## config.mk

```make
export PLATFORM = sky130hd
export DESIGN_NAME = text_overlay
export DESIGN_NICKNAME = d
export VERILOG_FILES = /design/src/rtl/text_pkg.sv /design/src/rtl/font_rom_5x5.sv /design/src/rtl/text_overlay.sv
export SDC_FILE = /design/constraint.sdc
export NUM_CORES = 1
export LEC_CHECK = 0
export ABC_AREA = 1
export CAP_MARGIN = 10
export CORE_MARGIN = 2
export CORE_UTILIZATION = 55
export DETAILED_ROUTE_END_ITERATION = 10
export PLACE_DENSITY = 0.76
export SYNTH_ARGS = -nofsm -noshare
export SYNTH_HDL_FRONTEND = slang
export SYNTH_SLANG_ARGS = --single-unit
export TNS_END_PERCENT = 20
```

## constraint.sdc

```tcl
create_clock -name clk -period 3.3 [get_ports clk]
set_clock_uncertainty 0.1 [all_clocks]
set_input_delay 0.33 -clock clk [delete_from_list [all_inputs] [get_ports clk]]
set_output_delay 0.33 -clock clk [all_outputs]
set_load 0.02 [all_outputs]
```

## src/rtl/text_pkg.sv

```systemverilog
// text_pkg: shared constants for the text overlay blocks.
// Char codes, glyph size and write-data fields.
package text_pkg;

  localparam int GLYPH_W = 5;
  localparam int GLYPH_H = 5;

  localparam logic [4:0] CH_SPACE = 5'd0;
  localparam logic [4:0] CH_S = 5'd1;
  localparam logic [4:0] CH_T = 5'd2;
  localparam logic [4:0] CH_A = 5'd3;
  localparam logic [4:0] CH_R = 5'd4;
  localparam logic [4:0] CH_H = 5'd5;
  localparam logic [4:0] CH_O = 5'd6;
  localparam logic [4:0] CH_W = 5'd7;
  localparam logic [4:0] CH_P = 5'd8;
  localparam logic [4:0] CH_L = 5'd9;
  localparam logic [4:0] CH_Y = 5'd10;
  localparam logic [4:0] CH_C = 5'd11;
  localparam logic [4:0] CH_E = 5'd12;
  localparam logic [4:0] CH_0 = 5'd13;
  localparam logic [4:0] CH_1 = 5'd14;
  localparam logic [4:0] CH_2 = 5'd15;
  localparam logic [4:0] CH_3 = 5'd16;
  localparam logic [4:0] CH_4 = 5'd17;
  localparam logic [4:0] CH_5 = 5'd18;
  localparam logic [4:0] CH_6 = 5'd19;
  localparam logic [4:0] CH_7 = 5'd20;
  localparam logic [4:0] CH_8 = 5'd21;
  localparam logic [4:0] CH_9 = 5'd22;

  localparam int WR_BLINK_BIT = 5;
  localparam int WR_CODE_MSB = 4;
  localparam int WR_CODE_LSB = 0;

  typedef enum logic {
    ST_IDLE,
    ST_CLEAR
  } clr_state_e;

endpackage

```

## src/rtl/font_rom_5x5.sv

```systemverilog
// font_rom_5x5: combinational 5x5 glyph lookup.
// Out-of-glyph col/row and unused codes give no ink.
module font_rom_5x5
  import text_pkg::*;
(
  input  logic [4:0] code,
  input  logic [2:0] col,
  input  logic [2:0] row,
  output logic       ink
);

  logic [24:0] glyph;
  logic [4:0]  idx;

  // Bitmap per code, MSB is top-left.
  always_comb begin
    glyph = '0;
    unique case (code)
      CH_S: glyph = 25'b01111_10000_01110_00001_11110;
      CH_T: glyph = 25'b11111_00100_00100_00100_00100;
      CH_A: glyph = 25'b01110_10001_11111_10001_10001;
      CH_R: glyph = 25'b11110_10001_11110_10100_10010;
      CH_H: glyph = 25'b10001_10001_11111_10001_10001;
      CH_O: glyph = 25'b01110_10001_10001_10001_01110;
      CH_W: glyph = 25'b10001_10001_10101_10101_01010;
      CH_P: glyph = 25'b11110_10001_11110_10000_10000;
      CH_L: glyph = 25'b10000_10000_10000_10000_11111;
      CH_Y: glyph = 25'b10001_01010_00100_00100_00100;
      CH_C: glyph = 25'b01111_10000_10000_10000_01111;
      CH_E: glyph = 25'b11111_10000_11110_10000_11111;
      CH_0: glyph = 25'b01110_10011_10101_11001_01110;
      CH_1: glyph = 25'b00100_01100_00100_00100_01110;
      CH_2: glyph = 25'b11110_00001_01110_10000_11111;
      CH_3: glyph = 25'b11110_00001_01110_00001_11110;
      CH_4: glyph = 25'b10010_10010_11111_00010_00010;
      CH_5: glyph = 25'b11111_10000_11110_00001_11110;
      CH_6: glyph = 25'b01110_10000_11110_10001_01110;
      CH_7: glyph = 25'b11111_00001_00010_00100_00100;
      CH_8: glyph = 25'b01110_10001_01110_10001_01110;
      CH_9: glyph = 25'b01110_10001_01111_00001_01110;
      default: glyph = '0;
    endcase
  end

  // Pick bit[24 - (row*5 + col)] inside the glyph.
  always_comb begin
    idx = 5'(row) * 5'd5 + 5'(col);
    ink = 1'b0;
    if (col < 3'd5 && row < 3'd5) begin
      ink = glyph[5'd24 - idx];
    end
  end

endmodule

```

## src/rtl/text_overlay.sv

```systemverilog
// text_overlay: writable character window, 3-stage pixel pipe.
// Clear FSM owns the RAM write port while busy.
module text_overlay
  import text_pkg::*;
#(
  parameter int         N_COLS       = 16,
  parameter int         N_ROWS       = 4,
  parameter logic [9:0] ORIGIN_X     = 10'd10,
  parameter logic [9:0] ORIGIN_Y     = 10'd10,
  parameter int         SCALE_LOG2   = 1,
  parameter int         SPACING      = 2,
  parameter int         BLINK_FRAMES = 30,
  localparam int        N_CELLS      = N_COLS * N_ROWS,
  localparam int        AW           = $clog2(N_CELLS)
) (
  input  logic          clk,
  input  logic          rst,
  input  logic          pix_valid,
  input  logic [9:0]    x,
  input  logic [9:0]    y,
  input  logic          frame_start,
  input  logic          wr_en,
  input  logic [AW-1:0] wr_addr,
  input  logic [5:0]    wr_data,
  output logic          wr_ready,
  input  logic          clear_req,
  output logic          busy,
  output logic          text_on,
  output logic          text_valid
);

  localparam int CW = GLYPH_W + SPACING;
  localparam int FW =
    (BLINK_FRAMES > 1) ? $clog2(BLINK_FRAMES) : 1;

  logic [9:0] dx, dy, rx, ry;
  logic [9:0] col, row, fc;
  logic       ge_x, ge_y;

  logic          s1_in_box_d, s1_in_box_q;
  logic [AW-1:0] s1_addr_d, s1_addr_q;
  logic [2:0]    s1_fc_d, s1_fc_q;
  logic [2:0]    s1_fr_d, s1_fr_q;
  logic          s1_valid_q;

  logic          s2_valid_q, s2_in_box_q;
  logic [2:0]    s2_fc_q, s2_fr_q;
  logic [5:0]    rd_q;

  logic [5:0]    mem_q [N_CELLS];
  logic          ram_we;
  logic [AW-1:0] ram_wa;
  logic [5:0]    ram_wd;

  clr_state_e    state_d, state_q;
  logic [AW-1:0] cnt_d, cnt_q;

  logic [FW-1:0] frame_cnt_d, frame_cnt_q;
  logic          blink_phase_d, blink_phase_q;

  logic          ink;
  logic          text_on_d;

  // Map screen x/y to cell address and font col/row.
  always_comb begin
    ge_x = (x >= ORIGIN_X);
    ge_y = (y >= ORIGIN_Y);
    dx = ge_x ? (x - ORIGIN_X) : '0;
    dy = ge_y ? (y - ORIGIN_Y) : '0;
    rx = dx >> SCALE_LOG2;
    ry = dy >> SCALE_LOG2;
    col = rx / 10'(CW);
    fc = rx % 10'(CW);
    row = ry / 10'd5;
    s1_fr_d = 3'(ry % 10'd5);
    s1_in_box_d = ge_x && ge_y
      && (col < 10'(N_COLS))
      && (row < 10'(N_ROWS))
      && (fc < 10'd5);
    s1_addr_d = '0;
    s1_fc_d = '0;
    if (s1_in_box_d) begin
      s1_addr_d = AW'(row) * AW'(N_COLS)
        + AW'(col);
      s1_fc_d = 3'(fc);
    end
  end

  // S1 and S2 pipeline registers.
  always_ff @(posedge clk or posedge rst) begin
    if (rst) begin
      s1_valid_q  <= 1'b0;
      s1_in_box_q <= 1'b0;
      s1_addr_q   <= '0;
      s1_fc_q     <= '0;
      s1_fr_q     <= '0;
      s2_valid_q  <= 1'b0;
      s2_in_box_q <= 1'b0;
      s2_fc_q     <= '0;
      s2_fr_q     <= '0;
    end else begin
      s1_valid_q  <= pix_valid;
      s1_in_box_q <= s1_in_box_d;
      s1_addr_q   <= s1_addr_d;
      s1_fc_q     <= s1_fc_d;
      s1_fr_q     <= s1_fr_d;
      s2_valid_q  <= s1_valid_q;
      s2_in_box_q <= s1_in_box_q;
      s2_fc_q     <= s1_fc_q;
      s2_fr_q     <= s1_fr_q;
    end
  end

  // Character RAM, read-first on collision.
  always_ff @(posedge clk) begin
    if (ram_we) begin
      mem_q[ram_wa] <= ram_wd;
    end
    rd_q <= mem_q[s1_addr_q];
  end

  // Clear FSM next state and RAM write mux.
  always_comb begin
    state_d = state_q;
    cnt_d = cnt_q;
    ram_we = 1'b0;
    ram_wa = wr_addr;
    ram_wd = wr_data;
    unique case (state_q)
      ST_CLEAR: begin
        ram_we = 1'b1;
        ram_wa = cnt_q;
        ram_wd = '0;
        if (cnt_q == AW'(N_CELLS - 1)) begin
          state_d = ST_IDLE;
          cnt_d = '0;
        end else begin
          cnt_d = cnt_q + AW'(1);
        end
      end
      ST_IDLE: begin
        ram_we = wr_en;
        if (clear_req) begin
          state_d = ST_CLEAR;
          cnt_d = '0;
        end
      end
      default: ;
    endcase
  end

  // Clear FSM state register.
  always_ff @(posedge clk or posedge rst) begin
    if (rst) begin
      state_q <= ST_CLEAR;
      cnt_q   <= '0;
    end else begin
      state_q <= state_d;
      cnt_q   <= cnt_d;
    end
  end

  // Frame counter and blink phase.
  always_comb begin
    frame_cnt_d = frame_cnt_q;
    blink_phase_d = blink_phase_q;
    if (frame_start) begin
      if (frame_cnt_q == FW'(BLINK_FRAMES - 1)) begin
        frame_cnt_d = '0;
        blink_phase_d = ~blink_phase_q;
      end else begin
        frame_cnt_d = frame_cnt_q + FW'(1);
      end
    end
  end

  // Blink state register.
  always_ff @(posedge clk or posedge rst) begin
    if (rst) begin
      frame_cnt_q   <= '0;
      blink_phase_q <= 1'b0;
    end else begin
      frame_cnt_q   <= frame_cnt_d;
      blink_phase_q <= blink_phase_d;
    end
  end

  font_rom_5x5 u_font (
    .code (rd_q[WR_CODE_MSB:WR_CODE_LSB]),
    .col  (s2_fc_q),
    .row  (s2_fr_q),
    .ink  (ink)
  );

  // S3 ink with blink mask.
  always_comb begin
    text_on_d = s2_valid_q && s2_in_box_q && ink
      && !(rd_q[WR_BLINK_BIT] && blink_phase_q);
  end

  // S3 output registers.
  always_ff @(posedge clk or posedge rst) begin
    if (rst) begin
      text_on    <= 1'b0;
      text_valid <= 1'b0;
    end else begin
      text_on    <= text_on_d;
      text_valid <= s2_valid_q;
    end
  end

  assign busy = (state_q == ST_CLEAR);
  assign wr_ready = !busy;

endmodule

```

==> out/metrics.yaml, run 1 <==
layout.cells.non_filler: 3016
cp.required_ns: 3.62
cts_tree: "done"
cts_hold_buf: 0
timing.fmax_ghz: 0.1875
grt_pass1_wl_mm: 88.95
worst_setup_path_start_kind: "primary input"
n_antenna_cell: 0
overflow: 0
totalWireLength_mm: 56.82
fillers: 2572
grt_max_degree: 99
vias_per_cell: 5.842
die_h_um: 200.3
netlist_area_sq_um: 21190
layout.nets: 2539
synthesis.nets: 2216
core_sq_um: 37840
multi_input_area_sq_um: 8473
cts.clk_slew.worst_paths_ns: 0.07
hold_violations: 0
finalCritPeriodShare_pct: 161.6
drtIter0Drc: 1992
p_seq_share_pct: 35.6
numCtsBuffers: 41
ys_top_cells_by_area: "edfxtp_1, nor2_1, o21ai_0"
first_pass_iters: 6
clockRootBuffer: "clkbuf_16"
synth_common_cells: "nor2_1, edfxtp_1, o21ai_0"
violations: "negative setup slack"
slowest_delay_ns: 0.21
worstPathMaxFanout: 7
yosysWarnings: 0
seq_area_frac_synth_pct: 59.37
avgSynthCellArea_sq_um: 9.859
status: "finished with violations"
synth_top_area_share_pct: 54.43
grt_use_total_pct: 27.49
dieArea_sq_um: 40110
drc: 0
max-cap-violations: 0
setup_viol: 13
async_reset_ff_share_pct: 8.665
htreeDepth: 2
cts_sinks: 427
crit_slowest_cell: "xor2_1"
arrival_ns: 5.65
regArea_sq_um: 12580
path_common_cell: "nor2_4"
final_antenna_net_count: 0
rows: 71
clockPowerShare_pct: 27.8
drive_gt1_share_pct: 27.11
die_w_um: 200.3
syn_inst: 2149
max-slew-margin-rel_pct: 28.73
synth_seq_cells: 427
swShare_pct: 32.93
syn2layout_area_growth_pct: 27.11
synth.most_common_cell: "nor2_1"
synth_cell_types: 55
worst-setup-path-type: "primary input to register"
antenna_found_initial: 1
hpwl_mm: 35.69
wire_per_inst_um: 18.84
cts_max_path_buffers: 3
holdWs_ns: 0.1261
endpoint_kind: "register"
crit_buf_inv: 9
post-route-min-period_ns: 5.333
slew_violations: 0
power.density_nw_per_um2: 659.7
grt_pass1_vias: 17480
p_int_w: 0.01192
dr_total_vias: 17620
place.gp.congestion: 0.8894
synth_ff_type: "edfxtp_1"
initial_core_util_pct: 55.98
synth_edf_count: 384
portBuffers: 39
power_frac_comb_pct: 36.6
p_switching_w: 0.005850
rsz0062_at_grt: "true"
hold_class: "primary input to asynchronous set/reset pin"
clk_latency_ns: 0.56
setup_ws_ns: -2.033
yosys.area.top_type: "edfxtp_1"
total_leakage_power_nw: 10.70
tightestPinTransition_ns: 1.058
ir_drop_mv: 0.5765
critPathTopFamily: "simple AND/OR/NAND/NOR gates"
dp_cells: 2876
ioPinCount: 42
==> per-stage QoR <==
step	worst slack, ns	cell area, sq um	util [%]	power (W)	TNS (ns)
final	-2.033	26930	71.16	0.01777	-24.25
after global routing	-2.305	26930	71.16	0.01860	-28.88
after CTS	-1.930	26570	70.20	0.01727	-22.30
after detailed placement	-2.999	24350	64.34	0.01186	-36.24
after global placement	-2.736	24350	64.34	0.01167	-33.70
after floorplan	-2.104	21450	-	0.009785	-24.46
==> cell usage in the layout, fill, tap and decap left out, types with 19 or more instances in the layout <==
| master | n |
|---|---|
| inv_1 | 139 |
| clkbuf_16 | 42 |
| nor2_1 | 392 |
| buf_4 | 311 |
| dfrtp_1 | 34 |
| o21ai_0 | 280 |
| nand4_1 | 24 |
| nand2_1 | 208 |
| o22ai_1 | 107 |
| nand3_2 | 20 |
| inv_2 | 42 |
| nand2_4 | 31 |
| nor2_4 | 42 |
| clkdlybuf4s50_1 | 24 |
| nand3_1 | 59 |
| nand2_2 | 59 |
| nand3_4 | 19 |
| edfxtp_1 | 384 |
==> worst register-to-register path, stage by stage (launching register included) <==
cell and delay, ns:
dfstp_2 0.66, inv_1 0.14, nor2_1 0.16, inv_1 0.07
o21ai_0 0.33, nand3_1 0.47, nor2_1 0.68
==> layer usage <==
metal / up-vias / GRT usage, % / share of wire, %
met5: - / 0 / 0.023
met2: 877 / 46.13 / 49
met4: 2 / 10.45 / 3.2
met1: 8426 / 35.70 / 39
met3: 144 / 5.142 / 9.2
li1: 8169 / - / -
==> flip-flops by register name (all words and copies together), names as in the netlist <==
signal,flops
cnt_q,6
s1_fc_q,3
rd_q,6
s1_in_box_q,1
frame_cnt_q,5
s2_in_box_q,1
text_on,1
s1_fr_q,3
blink_phase_q,1
s1_addr_q,6
s1_valid_q,1
busy,1
s2_fr_q,3
s2_valid_q,1
text_valid,1
mem_q,384
s2_fc_q,3
==> path summary, 6_finish.rpt <==
kind                       slack, ns                  from                      to  cells past startpoint
setup / recovery               -2.03                  y[1]  s1_addr_q[5]$_DFF_PP0_                     50
hold / removal                  0.13                   rst    s1_valid_q$_DFF_PP0_                      3
setup reg to reg                0.31        busy$_DFF_PP1_   mem_q[5][2]$_DFFE_PP_                      6
hold reg to reg                 0.25  s1_fc_q[2]$_DFF_PP0_    s2_fc_q[2]$_DFF_PP0_                      0
max in group asynchronous       2.56                   rst  s1_addr_q[0]$_DFF_PP0_                      3
min in group clk                0.13             pix_valid    s1_valid_q$_DFF_PP0_                      1
==> kinds of logic (layout without fill, tap and decap cells) <==
family | count (synthesis) | after routing | share of synthesized area, %
adders and majority gates | 29 | 29 | 1.783
AOI/OAI and AO/OA | 484 | 484 | 13.09
DFF | 427 | 427 | 59.37
xor gates and xnor gates | 26 | 26 | 1.110
and+or+nand+nor | 900 | 901 | 19.60
buffers and inverters | 283 | 638 | 5.049
==> timing repair <==
action,in CTS,in global routing
gates cloned,1,0
setup endpoints to repair,13,13
setup buffers,46,19
pin swaps,97,78
gates resized for setup,136,72
==> cell type report <==
type,instances,share of cell area (%)
Timing Repair Buffer,368,11.26
Tap cell,511,2.374
Multi-Input combinational cell,1440,31.46
Sequential cell,427,46.72
Clock buffer,52,4.116
Inverter,194,2.881
Clock inverter,24,1.185
==> power groups by stage <==
stage | registers [W] | clock network (W) | logic (W)
after CTS | 0.00633 | 0.00496 | 0.00598
after global routing | 0.00636 | 0.00516 | 0.00709
after global placement | 0.00642 | 0 | 0.00524
after detailed placement | 0.00644 | 0 | 0.00542
final | 0.00633 | 0.00494 | 0.00650
after floorplan | 0.00639 | 0 | 0.00339
(Power assumes the default switching activity.)
==> run 2, diff against run 1 <==
--- a/config.mk
+++ b/config.mk
@@ -10,7 +10,7 @@
 export CORE_MARGIN = 2
 export CORE_UTILIZATION = 55
 export DETAILED_ROUTE_END_ITERATION = 10
-export PLACE_DENSITY = 0.76
+export PLACE_DENSITY = 0.79
 export SYNTH_ARGS = -nofsm -noshare
 export SYNTH_HDL_FRONTEND = slang
 export SYNTH_SLANG_ARGS = --single-unit
==> constraint.sdc (replaced) <==
create_clock -name clk -period 4.7 [get_ports clk]
set_clock_uncertainty 0.1 [all_clocks]
set_input_delay 0.47 -clock clk [delete_from_list [all_inputs] [get_ports clk]]
set_output_delay 0.47 -clock clk [all_outputs]
set_load 0.02 [all_outputs]
==> out/metrics.yaml, run 2 (synthesized netlist as in run 1, its figures left out) <==
layout.cells.non_filler: 2954  # -2.1%
crit_buf_inv: 10  # +1
hold_class: "primary input to asynchronous set/reset pin"
arrival_ns: 5.69  # +0.04 ns
finalCritPeriodShare_pct: 114.0
n_antenna_cell: 0  # unchanged
slowest_delay_ns: 0.25  # +0.04 ns
setup_ws_ns: -0.6596  # +1.374 ns
layout_commonest_cell: "nor2_1"
regToRegSetupSlack_ns: 0.97  # +0.66 ns
numCtsBuffers: 42  # +2.4%
clk_latency_ns: 0.57  # about the same
total_leakage_power_nw: 10.28  # -3.9%
worstPathMaxFanout: 7  # unchanged
critPathTopFamily: "simple AND/OR/NAND/NOR gates"
clockPowerShare_pct: 26.9  # -0.9 points
portBuffers: 39  # unchanged
gr-usage-met3_pct: 4.051  # -1.1 points
violations: "negative setup slack"
grt_pass1_vias: 16910  # -3.2%
worst-setup-path-type: "primary input to register"
die_h_um: 200.3  # unchanged
reg2reg_to: "mem_q[26][4]$_DFFE_PP_"
finalSetupTns_ns: -6.573  # +17.68 ns
largest_reg_flops: 384  # unchanged
die_w_um: 200.3  # unchanged
cp.required_ns: 5.03  # +1.41 ns
drc: 0  # unchanged
power_frac_comb_pct: 36.3  # -0.3 points
regMostFlops: "mem_q"
syn2layout_area_growth_pct: 23.66
ioPinCount: 42  # unchanged
drive_gt1_share_pct: 25.30  # -1.8 points
path_common_cell: "nor2_4"
vias_per_cell: 5.888  # +0.79%
antenna_found_initial: 0  # -1
clockRootBuffer: "clkbuf_16"
setup_viol: 13  # unchanged
reg2reg_depth: 7  # +1
p_int_w: 0.008056  # -32%
dp_cells: 2813  # -2.2%
hpwl_mm: 34.71  # -2.8%
power.total_w: 0.01211  # -32%
worst_setup_path_start_kind: "primary input"
swShare_pct: 33.48  # +0.55 points
slew_violations: 0  # unchanged
grtUsageMet2_pct: 46.08  # -0.050 points
totalWireLength_mm: 56.24  # -1.0%
overflow: 0  # unchanged
dpl_worst_slack_ns: -1.793  # +1.206 ns
post-route-min-period_ns: 5.360
regToRegStartpoint: "busy$_DFF_PP1_"
rows: 71  # unchanged
max-slew-margin-rel_pct: 14.20  # -15 points
first_pass_iters: 7  # +1
tightestPinTransition_ns: 1.284  # +0.2261 ns
mostFrequentLayoutCells: "nor2_1, edfxtp_1, o21ai_0"
timing.fmax_ghz: 0.1866
cp.depth: 50  # unchanged
ir_drop_mv: 0.3187  # -45%
core_sq_um: 37840  # unchanged
grt_use_total_pct: 27.13  # -0.36 points
drtIter0Drc: 2322  # +17%
initial_core_util_pct: 55.98  # unchanged
cts_max_path_buffers: 3  # unchanged
layout.nets: 2476  # -2.5%
grt_pass1_wl_mm: 88.22  # -0.82%
cts_tree: "done"
cts.clk_slew.worst_paths_ns: 0.07  # about the same
rsz0062_at_grt: "true"
crit_end: "s1_addr_q[5]$_DFF_PP0_"
p_seq_share_pct: 36.8  # +1.2 points
grt_max_degree: 139  # +40%
power.density_nw_per_um2: 462.3  # -30%
final_antenna_net_count: 0  # unchanged
use_met1_pct: 36.07  # +0.37 points
crit_slowest_cell: "xor2_1"
endpoint_kind: "register"
p_switching_w: 0.004054  # -31%
crit_start: "y[2]"
top_usage_layer: "met2"
dr_total_vias: 17390  # -1.3%
dieArea_sq_um: 40110  # unchanged
status: "finished with violations"
htreeDepth: 2  # unchanged
wire_per_inst_um: 19.04  # +1.1%
max-cap-violations: 0  # unchanged
place.gp.congestion: 0.8899  # about the same
cts_hold_buf: 0  # unchanged
cts_sinks: 427  # unchanged
hold_violations: 0  # unchanged
==> run 2: final cells by class <==
cell class	count	area [sq um]
timing repair buffer	303	2410
clock inverter	22	219.0
tap	511	639.4
sequential	427	12580
clock buffer	56	1135
multi-input combinational	1441	8434
fill	2533	11640
inverter	194	778.2
==> run 2: what timing repair did <==
item | 4_1_cts | 5_1_grt
gates resized for setup | 149 | 71
gates cloned | 1 | 1
pin swaps | 106 | 86
setup endpoints to repair | 13 | 13
buffers inserted | 43 | 20
==> run 2: worst min-delay path by stage <==
stage	depth (start not counted)	end
finish	3	frame_cnt_q[4]$_DFFE_PP0P_
detailed placement	0	s2_fr_q[0]$_DFF_PP0_
global route	0	s2_fr_q[0]$_DFF_PP0_
floorplan	0	s2_fc_q[0]$_DFF_PP0_
CTS	0	s2_fr_q[1]$_DFF_PP0_
global placement	0	s2_in_box_q$_DFF_PP0_
==> run 2: power groups by stage <==
stage	Clock (W)	Sequential [W]	Combinational, W
after global routing	0.00342	0.00447	0.00480
final	0.00326	0.00445	0.00439
after floorplan	0	0.00449	0.00238
after global placement	0	0.00452	0.00359
after detailed placement	0	0.00453	0.00370
after CTS	0.00328	0.00445	0.00407
==> run 2: metal layers <==
metal  wire length [um]  vias up
met4               1770        0
met2              27690      937
li1                   -     8049
met5                  0        -
met3               5293      162
met1              21490     8245
==> run 2: stage by stage <==
step	instance area, sq um	util [%]	hold slack [ns]
floorplan	21450	-	0.2312
global placement	23750	62.76	0.2324
detailed placement	23750	62.76	0.2347
CTS	25830	68.24	0.2478
global route	26200	69.23	0.2497
finish	26200	69.23	0.2470
==> run 2: worst reg2reg max path: stages, from the launching register on <==
cell,delay (ns)
dfstp_2,0.91
inv_1,0.22
or2_2,0.32
o21ai_1,0.36
inv_1,0.22
nor3_1,0.24
nand2_1,0.38
nor2_1,0.60
==> run 3, diff against run 2 <==
--- a/config.mk
+++ b/config.mk
@@ -10,7 +10,7 @@
 export CORE_MARGIN = 2
 export CORE_UTILIZATION = 55
 export DETAILED_ROUTE_END_ITERATION = 10
-export PLACE_DENSITY = 0.79
+export PLACE_DENSITY = 0.76
 export SYNTH_ARGS = -nofsm -noshare
 export SYNTH_HDL_FRONTEND = slang
 export SYNTH_SLANG_ARGS = --single-unit
==> constraint.sdc (replaced) <==
create_clock -name clk -period 6.4 [get_ports clk]
set_clock_uncertainty 0.1 [all_clocks]
set_input_delay 0.64 -clock clk [delete_from_list [all_inputs] [get_ports clk]]
set_output_delay 0.64 -clock clk [all_outputs]
set_load 0.02 [all_outputs]
==> out/metrics.yaml, run 3 (synthesized netlist as in run 1, its figures left out) <==
power_frac_comb_pct: 32.5  # -3.8 points
total_leakage_power_nw: 9.536  # -7.2%
worstHoldStart: "s1_fr_q[2]$_DFF_PP0_"
slew_violations: 0  # unchanged
syn2layout_area_growth_pct: 16.31
top_usage_layer: "met2"
reg2reg_depth: 9  # +2
setup_ws_ns: 0.3149  # +0.9745 ns
cts.clk_slew.worst_paths_ns: 0.06  # about the same
cts_tree: "done"
clockPowerShare_pct: 28.3  # +1.4 points
p_seq_share_pct: 39.2  # +2.4 points
regArea_sq_um: 12580  # unchanged
grtUsageMet2_pct: 42.21  # -3.9 points
grt_pass1_vias: 16290  # -3.7%
crit_start: "y[1]"
use_met1_pct: 34.10  # -2.0 points
grt_max_degree: 154  # +11%
drive_gt1_share_pct: 17.33  # -8.0 points
max-slew-margin-rel_pct: 28.75  # +15 points
die_h_um: 200.3  # unchanged
reg2reg_to: "rd_q[1]$_DFF_P_"
gr-usage-met3_pct: 3.384  # -0.67 points
die_w_um: 200.3  # unchanged
dr_total_vias: 16550  # -4.8%
grt_use_total_pct: 25.45  # -1.7 points
post-route-min-period_ns: 6.085
antenna_found_initial: 0  # unchanged
cts_sinks: 427  # unchanged
cts_hold_buf: 0  # unchanged
tightestPinTransition_ns: 1.069  # -0.2151 ns
power.density_nw_per_um2: 338.4  # -27%
arrival_ns: 6.42  # +0.73 ns
wire_per_inst_um: 18.35  # -3.6%
place.gp.congestion: 0.8759  # -1.6%
mostFrequentLayoutCells: "nor2_1, edfxtp_1, o21ai_0"
dpl_worst_slack_ns: -0.5929  # +1.200 ns
slowest_delay_ns: 0.47  # +0.22 ns
layout.nets: 2354  # -4.9%
drtIter0Drc: 1984  # -15%
ioPinCount: 42  # unchanged
drc: 0  # unchanged
rows: 71  # unchanged
largest_reg_flops: 384  # unchanged
final_antenna_net_count: 0  # unchanged
endpoint_kind: "register"
clk_latency_ns: 0.56  # about the same
regMostFlops: "mem_q"
holdWs_ns: 0.2469  # -0.00003200 ns
swShare_pct: 32.90  # -0.58 points
p_int_w: 0.005596  # -31%
portBuffers: 39  # unchanged
grt_pass1_wl_mm: 82.72  # -6.2%
numCtsBuffers: 41  # -2.4%
htreeDepth: 2  # unchanged
hold_path_depth: 0
totalWireLength_mm: 51.94  # -7.6%
finalCritPeriodShare_pct: 95.08
core_sq_um: 37840  # unchanged
cts_max_path_buffers: 3  # unchanged
timing.fmax_ghz: 0.1643
vias_per_cell: 5.847  # -0.69%
clockRootBuffer: "clkbuf_16"
ir_drop_mv: 0.2728  # -14%
p_switching_w: 0.002743  # -32%
hold_class: "register to register"
status: "finished clean"
initial_core_util_pct: 55.98  # unchanged
max-cap-violations: 0  # unchanged
cp.required_ns: 6.73  # +1.70 ns
worstPathMaxFanout: 7  # unchanged
worst-setup-path-type: "primary input to register"
worst_setup_path_start_kind: "primary input"
hpwl_mm: 32.53  # -6.3%
regToRegSetupSlack_ns: 2.59  # +1.62 ns
first_pass_iters: 6  # -1
crit_slowest_cell: "clkdlybuf4s50_1"
fillers: 2865  # +13%
setup_viol: 0  # -13
dieArea_sq_um: 40110  # unchanged
regToRegStartpoint: "s1_addr_q[1]$_DFF_PP0_"
layout_commonest_cell: "nor2_1"
n_antenna_cell: 0  # unchanged
min_to: "s2_fr_q[2]$_DFF_PP0_"
hold_violations: 0  # unchanged
overflow: 0  # unchanged
multi_input_area_sq_um: 7880  # -6.6%
-- run 3: cell count changes in the layout (fill, tap and decap cells not counted), sizes merged --
cell | previous run | this run
buf | 270 | 145
clkdlybuf4s50 | 21 | 39
clkbuf | 60 | 53
dlygate4sd2 | 6 | 0
bufinv | 2 | 3
clkdlybuf4s15 | 1 | 0
clkinv | 21 | 22
dlymetal6s2s | 1 | 0
inv | 193 | 192
nand2 | 299 | 298
nand4 | 35 | 34
-- run 3: power by group through the flow --
stage / sequential (W) / combinational (W) / clock (W)
3_5_place_dp: 0.00332 / 0.00249 / 0
6_report: 0.00327 / 0.00271 / 0.00236
4_1_cts: 0.00327 / 0.00252 / 0.00237
2_1_floorplan: 0.00330 / 0.00166 / 0
3_3_place_gp: 0.00332 / 0.00241 / 0
5_1_grt: 0.00328 / 0.00301 / 0.00248
-- run 3: metrics by stage --
| stage | instance area (sq um) | setup TNS, ns | utilization, % | cells | power (W) |
|---|---|---|---|---|---|
| after global placement | 22950 | -0.4724 | 60.63 | 2744 | 0.005730 |
| after floorplan | 21190 | 0 | - | 2149 | 0.004958 |
| after global routing | 24640 | -0.2638 | 65.12 | 2831 | 0.008772 |
| after detailed placement | 22950 | -2.505 | 60.63 | 2744 | 0.005814 |
| final | 24640 | 0 | 65.12 | 2831 | 0.008339 |
| after CTS | 24260 | 0 | 64.11 | 2820 | 0.008163 |
-- run 3: worst max-delay path by stage --
stage | end | slack (ns) | depth (start not counted)
after detailed placement | s1_addr_q[5]$_DFF_PP0_ | -0.59 | 51
final | s1_addr_q[5]$_DFF_PP0_ | 0.31 | 53
after global routing | s1_addr_q[5]$_DFF_PP0_ | -0.19 | 52
after global placement | s1_addr_q[5]$_DFF_PP0_ | -0.33 | 50
after CTS | s1_addr_q[5]$_DFF_PP0_ | 0.02 | 50
after floorplan | s1_addr_q[5]$_DFF_PP0_ | 0.08 | 50
-- run 3: timing repair --
item	in CTS	in global routing
setup endpoints to repair	1	13
buffers inserted	0	11
pin swaps	0	32
gates resized for setup	1	70
-- run 3: cell type report --
type / count / share of cell area [%]
clock inverters: 23 / 0.8378
clock buffers: 53 / 4.473
multi-input cells: 1439 / 31.98
well taps: 511 / 2.595
repair buffers: 184 / 6.068
inverters: 194 / 2.986
flip-flops and latches: 427 / 51.06
-- run 3: worst max-delay path: cells and delay by family --
family	cells	cell delay, ns
AND/OR/NAND/NOR	34	3.24
adder cells (fa/ha/maj)	4	0.69
buffers and inverters	12	1.38
XOR/XNOR	3	0.44
-- run 3: per-layer routing --
metal / routed length [um] / part of all wire, %
met1: 20720 / 40
met2: 24920 / 48
met3: 4313 / 8.3
met4: 1989 / 3.8
met5: 0 / 0
